$ cat src/rtl/alu_operand_sequencer_pkg.sv
// ---------------------------------------------------------------------------
// alu_operand_sequencer_pkg
// Shared definitions for the ALU operand sequencer: FSM state encoding,
// progress thermometer constants and default data/opcode widths.
// ---------------------------------------------------------------------------
package alu_operand_sequencer_pkg;

    localparam int unsigned DEFAULT_BUS_LEN = 8;
    localparam int unsigned DEFAULT_OP_LEN  = 6;
    localparam int unsigned PROG_LEN        = 3;

    typedef enum logic [2:0] {
        S_OPE1   = 3'd0,
        S_OPE2   = 3'd1,
        S_OPCODE = 3'd2,
        S_EXEC   = 3'd3,
        S_SHOW   = 3'd4
    } seqState_t;

    // Thermometer of items captured so far
    localparam logic [PROG_LEN-1:0] PROG_NONE = 3'b000;
    localparam logic [PROG_LEN-1:0] PROG_A    = 3'b001;
    localparam logic [PROG_LEN-1:0] PROG_AB   = 3'b011;
    localparam logic [PROG_LEN-1:0] PROG_ALL  = 3'b111;

endpackage

$ cat src/rtl/btn_debounce.sv
// ---------------------------------------------------------------------------
// btn_debounce
// Synchronises a raw push-button and filters bounce: the debounced level only
// changes after the synchronised input has disagreed with it for
// DEBOUNCE_CYCLES consecutive cycles. A one-cycle pulse marks each press.
//
// Ports:
//   i_clk    clock
//   reset    asynchronous, active-high reset
//   i_btn    raw, asynchronous button input
//   o_level  debounced button level
//   o_rise   one-cycle pulse, coincident with o_level going high
// ---------------------------------------------------------------------------
module btn_debounce #(
    parameter int unsigned DEBOUNCE_CYCLES = 1000000
) (
    input  logic i_clk,
    input  logic reset,
    input  logic i_btn,
    output logic o_level,
    output logic o_rise
);

    localparam int unsigned CNT_W = $clog2(DEBOUNCE_CYCLES);
    localparam logic [CNT_W-1:0] CNT_LAST = CNT_W'(DEBOUNCE_CYCLES - 1);

    logic             syncMeta;
    logic             syncOut;
    logic [CNT_W-1:0] stableCnt;

    // Synchroniser, stability counter and level/edge registers
    always_ff @(posedge i_clk or posedge reset) begin
        if (reset) begin
            syncMeta  <= 1'b0;
            syncOut   <= 1'b0;
            stableCnt <= '0;
            o_level   <= 1'b0;
            o_rise    <= 1'b0;
        end else begin
            syncMeta <= i_btn;
            syncOut  <= syncMeta;
            o_rise   <= 1'b0;
            if (syncOut == o_level) begin
                // Any agreement restarts the stability window
                stableCnt <= '0;
            end else if (stableCnt == CNT_LAST) begin
                stableCnt <= '0;
                o_level   <= ~o_level;
                o_rise    <= ~o_level;
            end else begin
                stableCnt <= stableCnt + CNT_W'(1);
            end
        end
    end

endmodule

$ cat src/rtl/alu_operand_sequencer.sv
// ---------------------------------------------------------------------------
// alu_operand_sequencer
// Board front end for the ALU. Debounces ENTER and BACK, then steps through
// capturing operand 1, operand 2 and the opcode from the switches. After the
// opcode is taken, the external ALU result is registered onto the LEDs.
// BACK steps one item backwards; from the result display it returns to the
// opcode so only the operation can be changed.
//
// Ports:
//   i_clk        clock
//   reset        asynchronous, active-high reset
//   i_sw         switch data
//   i_btn_enter  raw ENTER button
//   i_btn_back   raw BACK button
//   o_ope1       operand 1 to ALU
//   o_ope2       operand 2 to ALU
//   o_opcode     opcode to ALU
//   i_result     combinational ALU result
//   o_led        registered result
//   o_progress   thermometer of captured items
//   o_done       one-cycle pulse when a new result is registered
// ---------------------------------------------------------------------------
module alu_operand_sequencer
    import alu_operand_sequencer_pkg::*;
#(
    parameter int unsigned BUS_LEN         = DEFAULT_BUS_LEN,
    parameter int unsigned OP_LEN          = DEFAULT_OP_LEN,
    parameter int unsigned DEBOUNCE_CYCLES = 1000000
) (
    input  logic                i_clk,
    input  logic                reset,
    input  logic [BUS_LEN-1:0]  i_sw,
    input  logic                i_btn_enter,
    input  logic                i_btn_back,
    output logic [BUS_LEN-1:0]  o_ope1,
    output logic [BUS_LEN-1:0]  o_ope2,
    output logic [OP_LEN-1:0]   o_opcode,
    input  logic [BUS_LEN-1:0]  i_result,
    output logic [BUS_LEN-1:0]  o_led,
    output logic [PROG_LEN-1:0] o_progress,
    output logic                o_done
);

    seqState_t state;

    logic enterRise;
    logic backRise;
    logic enterPulse;
    logic unusedEnterLevel;
    logic unusedBackLevel;

    btn_debounce #(
        .DEBOUNCE_CYCLES(DEBOUNCE_CYCLES)
    ) uEnterDebounce (
        .i_clk  (i_clk),
        .reset  (reset),
        .i_btn  (i_btn_enter),
        .o_level(unusedEnterLevel),
        .o_rise (enterRise)
    );

    btn_debounce #(
        .DEBOUNCE_CYCLES(DEBOUNCE_CYCLES)
    ) uBackDebounce (
        .i_clk  (i_clk),
        .reset  (reset),
        .i_btn  (i_btn_back),
        .o_level(unusedBackLevel),
        .o_rise (backRise)
    );

    // BACK takes priority when both presses land in the same cycle
    assign enterPulse = enterRise & ~backRise;

    // Sequencing FSM with registered outputs
    always_ff @(posedge i_clk or posedge reset) begin
        if (reset) begin
            state      <= S_OPE1;
            o_ope1     <= '0;
            o_ope2     <= '0;
            o_opcode   <= '0;
            o_led      <= '0;
            o_progress <= PROG_NONE;
            o_done     <= 1'b0;
        end else begin
            o_done <= 1'b0;
            case (state)
                S_OPE1: begin
                    if (enterPulse) begin
                        o_ope1     <= i_sw;
                        o_progress <= PROG_A;
                        state      <= S_OPE2;
                    end
                end
                S_OPE2: begin
                    if (backRise) begin
                        o_progress <= PROG_NONE;
                        state      <= S_OPE1;
                    end else if (enterPulse) begin
                        o_ope2     <= i_sw;
                        o_progress <= PROG_AB;
                        state      <= S_OPCODE;
                    end
                end
                S_OPCODE: begin
                    if (backRise) begin
                        o_progress <= PROG_A;
                        state      <= S_OPE2;
                    end else if (enterPulse) begin
                        o_opcode   <= i_sw[OP_LEN-1:0];
                        o_progress <= PROG_ALL;
                        state      <= S_EXEC;
                    end
                end
                S_EXEC: begin
                    // ALU inputs have been stable since the opcode capture
                    o_led  <= i_result;
                    o_done <= 1'b1;
                    state  <= S_SHOW;
                end
                S_SHOW: begin
                    if (backRise) begin
                        o_progress <= PROG_AB;
                        state      <= S_OPCODE;
                    end else if (enterPulse) begin
                        o_ope1     <= i_sw;
                        o_progress <= PROG_A;
                        state      <= S_OPE2;
                    end
                end
                default: begin
                    o_progress <= PROG_NONE;
                    state      <= S_OPE1;
                end
            endcase
        end
    end

endmodule
$ cat config.mk
export PLATFORM = sky130hd
export DESIGN_NAME = alu_operand_sequencer
export DESIGN_NICKNAME = d
export VERILOG_FILES = /design/src/rtl/alu_operand_sequencer_pkg.sv /design/src/rtl/btn_debounce.sv /design/src/rtl/alu_operand_sequencer.sv
export SDC_FILE = /design/constraint.sdc
export NUM_CORES = 1
export LEC_CHECK = 0
export CAP_MARGIN = 15
export CELL_PAD_IN_SITES_DETAIL_PLACEMENT = 0
export CELL_PAD_IN_SITES_GLOBAL_PLACEMENT = 1
export CORE_UTILIZATION = 43
export DETAILED_ROUTE_END_ITERATION = 6
export PLACE_DENSITY = 0.87
export SETUP_SLACK_MARGIN = 0.5
export SLEW_MARGIN = 10
export SYNTH_ARGS = -nofsm -noshare
export SYNTH_HDL_FRONTEND = slang
export SYNTH_SLANG_ARGS = --single-unit
$ cat constraint.sdc
create_clock -name i_clk -period 3 [get_ports i_clk]
set_input_delay 0.3 -clock i_clk [delete_from_list [all_inputs] [get_ports i_clk]]
set_output_delay 0.3 -clock i_clk [all_outputs]
set_load 0.05 [all_outputs]
# --- Word-level counts from Yosys, hierarchy flattened ---
# Index checks and enable logic that the tools add are counted.
totals:
  reg_bits: 85
  output_inout_bits: 34
  inputBits: 20
classes:
  mux: 25
  add_sub_neg: 2
  bitwise: 7
  n_reduce_logical: 9
  eq_ne: 11
ops:
  columns: ["op", "count"]
  rows:
  - ["2-to-1 mux 20 bit", 4]
  - ["adder 20 x 1 -> 20 bit (second input constant)", 2]
  - ["== test 20 bit (second input constant)", 2]
  - ["2-to-1 mux 3 bit", 11]
  - ["case mux 3 bit (5 select lines)", 2]
  - ["2-to-1 mux 8 bit", 2]
  - ["case mux 8 bit (2 select lines)", 1]
  - ["AND reduction 3 bit", 3]
  - ["AND reduction 2 bit", 4]
  - ["== test 3 x 2 -> 1 bit (second input constant)", 2]
  - ["inequality test 3 x 2 -> 1 bit (second input constant)", 2]
  - ["NOT 1 bit", 6]
  - ["2-to-1 mux 1 bit", 5]
  - ["== test 3 x 1 -> 1 bit (second input constant)", 1]
  - ["== test 3 bit (second input constant)", 1]
  - ["zero test 3 bit", 1]
  - ["== test 1 bit", 2]
  - ["inequality test 2 bit (second input constant)", 1]
  - ["nonzero test 2 bit", 1]
  - ["bitwise AND 1 bit", 1]

# --- Depth between registers and ports, before layout ---
logic_depth:
  ltp_word: 5
  mapped_depth: 6
  mapped_depth_nobuf: 5

# --- By module ---
# Synthesis repeated with hierarchy kept, for this count alone.
unflattened:
  hier_cells: 346
  area_unflattened_um2: 3940.0
by_module_without_submodules:
  columns: ["mod", "seq_area_each_um2", "cells_each", "area_per_inst_um2", "instances"]
  rows:
  - ["btn_debounce", 600.6, 108, 1188.6, 2]
  - ["alu_operand_sequencer", 925.9, 130, 1562.7, 1]

# --- Least setup slack after synthesis ---
# OpenSTA, ideal clock, no wires.
synth_timing:
  kind: "register -> register"
  start: "register uEnterDebounce.stableCnt[16]"
  end: "register uEnterDebounce.stableCnt[10]"
  stages_incl_launch_ff: 6
  setup_slack_ns: 1.281
  path_buffers: 1
  period_less_slack_ns: 1.719
  t_arrival_ns: 1.600
  path_cell_list: "dfrtp_1 > nand3_1 > or4b_1 > o31ai_4 > buf_6 > nor2_1"
synth_via:
  elab_chain_len: 3
synth_lines:
  columns: ["element", "line_no", "text"]
  rows:
  - ["from (decl)", "btn_debounce.sv:29", "logic [CNT_W-1:0] stableCnt;"]
  - ["from (signal assigned)", "btn_debounce.sv:51", "stableCnt <= stableCnt + CNT_W'(1);"]
  - ["== test 20 bit", "btn_debounce.sv:46", "end else if (stableCnt == CNT_LAST) begin"]
  - ["2-to-1 mux 20 bit", "btn_debounce.sv:46", null]
  - ["2-to-1 mux 20 bit", "btn_debounce.sv:43", "if (syncOut == o_level) begin"]
# No other way between the ends.
# A chain may end at the register's enable or synchronous reset.

# --- Worst setup path in the final report ---
layout_timing:
  start: "register uEnterDebounce.stableCnt[17]"
  end: "register uEnterDebounce.stableCnt[9]"
# Same word-level chain as after synthesis.

==> reports/results.txt <==
status = finished clean
total routed wirelength = 7040 um
I/O pins = 54
die width = 96.3 um
DR top layer = met4
post-route met1 wirelength = 3330 um
Peak VDD IR = 188 uV
cts hold-fix bufs = 0
Detailed Routing Iterations Pass 1 = 4
register area share after synthesis = 55.7%
die area = 9270 um2
area added between synthesis and finish = 21.6%
Die Y = 96.3 um
grt total ovfl = 0
unrepaired setup endpoints after global routing = no
setup tns final = 0 ps
Worst Setup Start Kind = register
final setup fails = 0
length of routed met2 wiring = 3370 um
Tot GR Track Use = 16.7%
clk sinks = 85
cell with the most instances after synthesis = dfrtp_1
synth cell count leaders = dfrtp_1 (85), mux2_2 (32), nor2_1 (28)
Fin. Hold Viols = 0
DR WL/cell = 13.9 um
total CTS buffers = 9
Worst Path Max Fanout = 19
post-layout min period = 2010 ps
ANT cells = 0
Synth top area share = 55.7%
Site Rows = 34
max cap viols = 0
FF-to-FF setup slack = 990 ps
port buffer count = 53
Cells after DPL = 489
DRC = 0
core area = 8680 um2
GPL Wtd Cong = 0.819
Synth Register Bits = 85
f_max = 0.497 GHz
Worst R2R End = uEnterDebounce.stableCnt[9]
Syn Std Cell Area = 3820 um2
fraction of registers with async set/reset = 100%
post-synth cell types = 45
Overall Power = 0.00207 W
initial antenna violation count = 0
Worst-Margin Slew = 889 ps
Final ANT Viol Nets = 0
Worst Path Required = 3200 ps
Via density = 5.34
Setup Fix Bufs, Post-CTS = 0
Post-synth EDFFs = 0
Non-Filler Instances = 505
CTS clk-pin slew, worst paths = 90 ps
Final #Nets = 414
Clock Skew = 11.8 ps
largest cells by area after synthesis = dfrtp_1 (56%), mux2_2 (9.4%), xor2_1 (3.0%)
Root Buffer = clkbuf_8
Worst Hold Class = in2async
global-route wire length before repair = 12,100 um
max-slew violations = 0
initial DRC count = 136
Initial Util = 44.0%
Post-Syn Nets = 359
post_cts resized = 0
Synth Instances = 337
hpwl dp = 4800 um
routed wl met3 = 240 um
routed via count = 2,699
CTS tree = done
Worst R2R Path Depth = 4
Yosys warnings = 0
CP Data Arrival Time = 2220 ps
Rel. slew slack = 40.3%
layout cells sized above 1 = 14.6%
syn avg cell area = 11.3 um2
Crit Path Class = reg2reg
Power Density = 446 nW/um2
CTS HTree Levels = 3
clk_lat worst skew = 350 ps
final hold slack = 358 ps
reg-to-reg critical path startpoint = uEnterDebounce.stableCnt[17]
period utilization = 67.1%
largest net degree at the start of global routing = 86
P_leak = 1.91 nW
largest area contributor in the netlist = dfrtp_1
Synth Flop Type = dfrtp_1
vias in the first global route = 2,586
clock buffer depth = 2
CP Capture Type = register
cells by family (layout without fill, tap and decap cells):
| kind of cell | count (synthesis) | in the layout | share of synthesized area (%) |
|---|---|---|---|
| adder cells (fa/ha/maj) | 3 | 3 | 0.917 |
| multiplexers | 32 | 32 | 9.43 |
| AO/OA/AOI/OAI | 45 | 45 | 7.66 |
| buffers and inverters | 22 | 82 | 2.52 |
| AND/OR/NAND/NOR | 125 | 125 | 18.1 |
| flip-flops | 85 | 85 | 55.7 |
| XOR/XNOR | 25 | 25 | 5.73 |
worst max-delay path by stage:
stage                            startpoint                      endpoint  cells past startpoint
4_1_cts        uEnterDebounce.stableCnt[17]   uEnterDebounce.stableCnt[9]                      4
2_1_floorplan                         reset                        o_done                      1
5_1_grt        uEnterDebounce.stableCnt[16]  uEnterDebounce.stableCnt[12]                      4
3_3_place_gp   uEnterDebounce.stableCnt[16]  uEnterDebounce.stableCnt[12]                      4
6_report       uEnterDebounce.stableCnt[17]   uEnterDebounce.stableCnt[9]                      4
3_5_place_dp   uEnterDebounce.stableCnt[16]  uEnterDebounce.stableCnt[10]                      4
state kept, by name, summed over array words and instances (netlist names), 3 cells and up:
| signal | cells |
|---|---|
| state | 3 |
| o_led | 8 |
| uEnterDebounce.stableCnt | 20 |
| uBackDebounce.stableCnt | 20 |
| o_progress | 3 |
| o_ope1 | 8 |
| o_opcode | 6 |
| o_ope2 | 8 |
critical path, stage by stage, from the launching register on:
cell     delay, ps
dfrtp_1        390
nand3_1        120
or4b_1         590
o31ai_4        660
nor2_1         120
layout make-up:
class | count | area (um2)
inverter | 11 | 42.5
multi-input combinational | 230 | 1600
fill | 768 | 4030
timing repair buffer | 55 | 558
clock buffer | 9 | 124
sequential | 85 | 2130
clock inverter | 7 | 57.6
tap | 108 | 135
cells in the final DEF, fill, tap and decap left out, types with 2 or more instances in the layout:
cell and n:
o31ai_1 9, nand4_1 7, inv_6 2, a21oi_1 18
mux2_2 32, nor3_1 6, or3_1 5, nand2b_1 2
nor2b_1 4, xor2_1 13, nand2_1 19, inv_1 10
clkdlybuf4s50_1 53, nor2_1 28, clkinv_4 2, o21ai_0 8
a22oi_1 2, or4b_1 2, and4_1 3, dfrtp_1 85
o22ai_1 2, nor4bb_1 2, and3b_1 2, nor4_1 8
ha_1 2, clkbuf_8 9, and2_1 2, or4_1 9
nand3_1 17, clkinvlp_4 3, xnor2_1 12, nor3b_1 2
metal layers:
layer | global-route usage, % | up-vias
met5 | 0 | -
met4 | 6.34 | 0
met3 | 3.08 | 9
met2 | 27.0 | 53
met1 | 22.2 | 1322
li1 | - | 1315
per-stage QoR:
stage	util [%]	worst slack (ps)	instance area, um2
after global placement	51.5	1030	4470
after CTS	53.5	934	4650
after floorplan	-	507	3820
after detailed placement	51.5	936	4470
after global routing	53.5	800	4650
final	53.5	988	4650
report_power, final:
part           switching [W]  internal [W]
logic              0.0000900     0.0000597
registers          0.0000137       0.00116
clock network       0.000434      0.000309
Note: power is estimated with default switching activity, not from simulation.
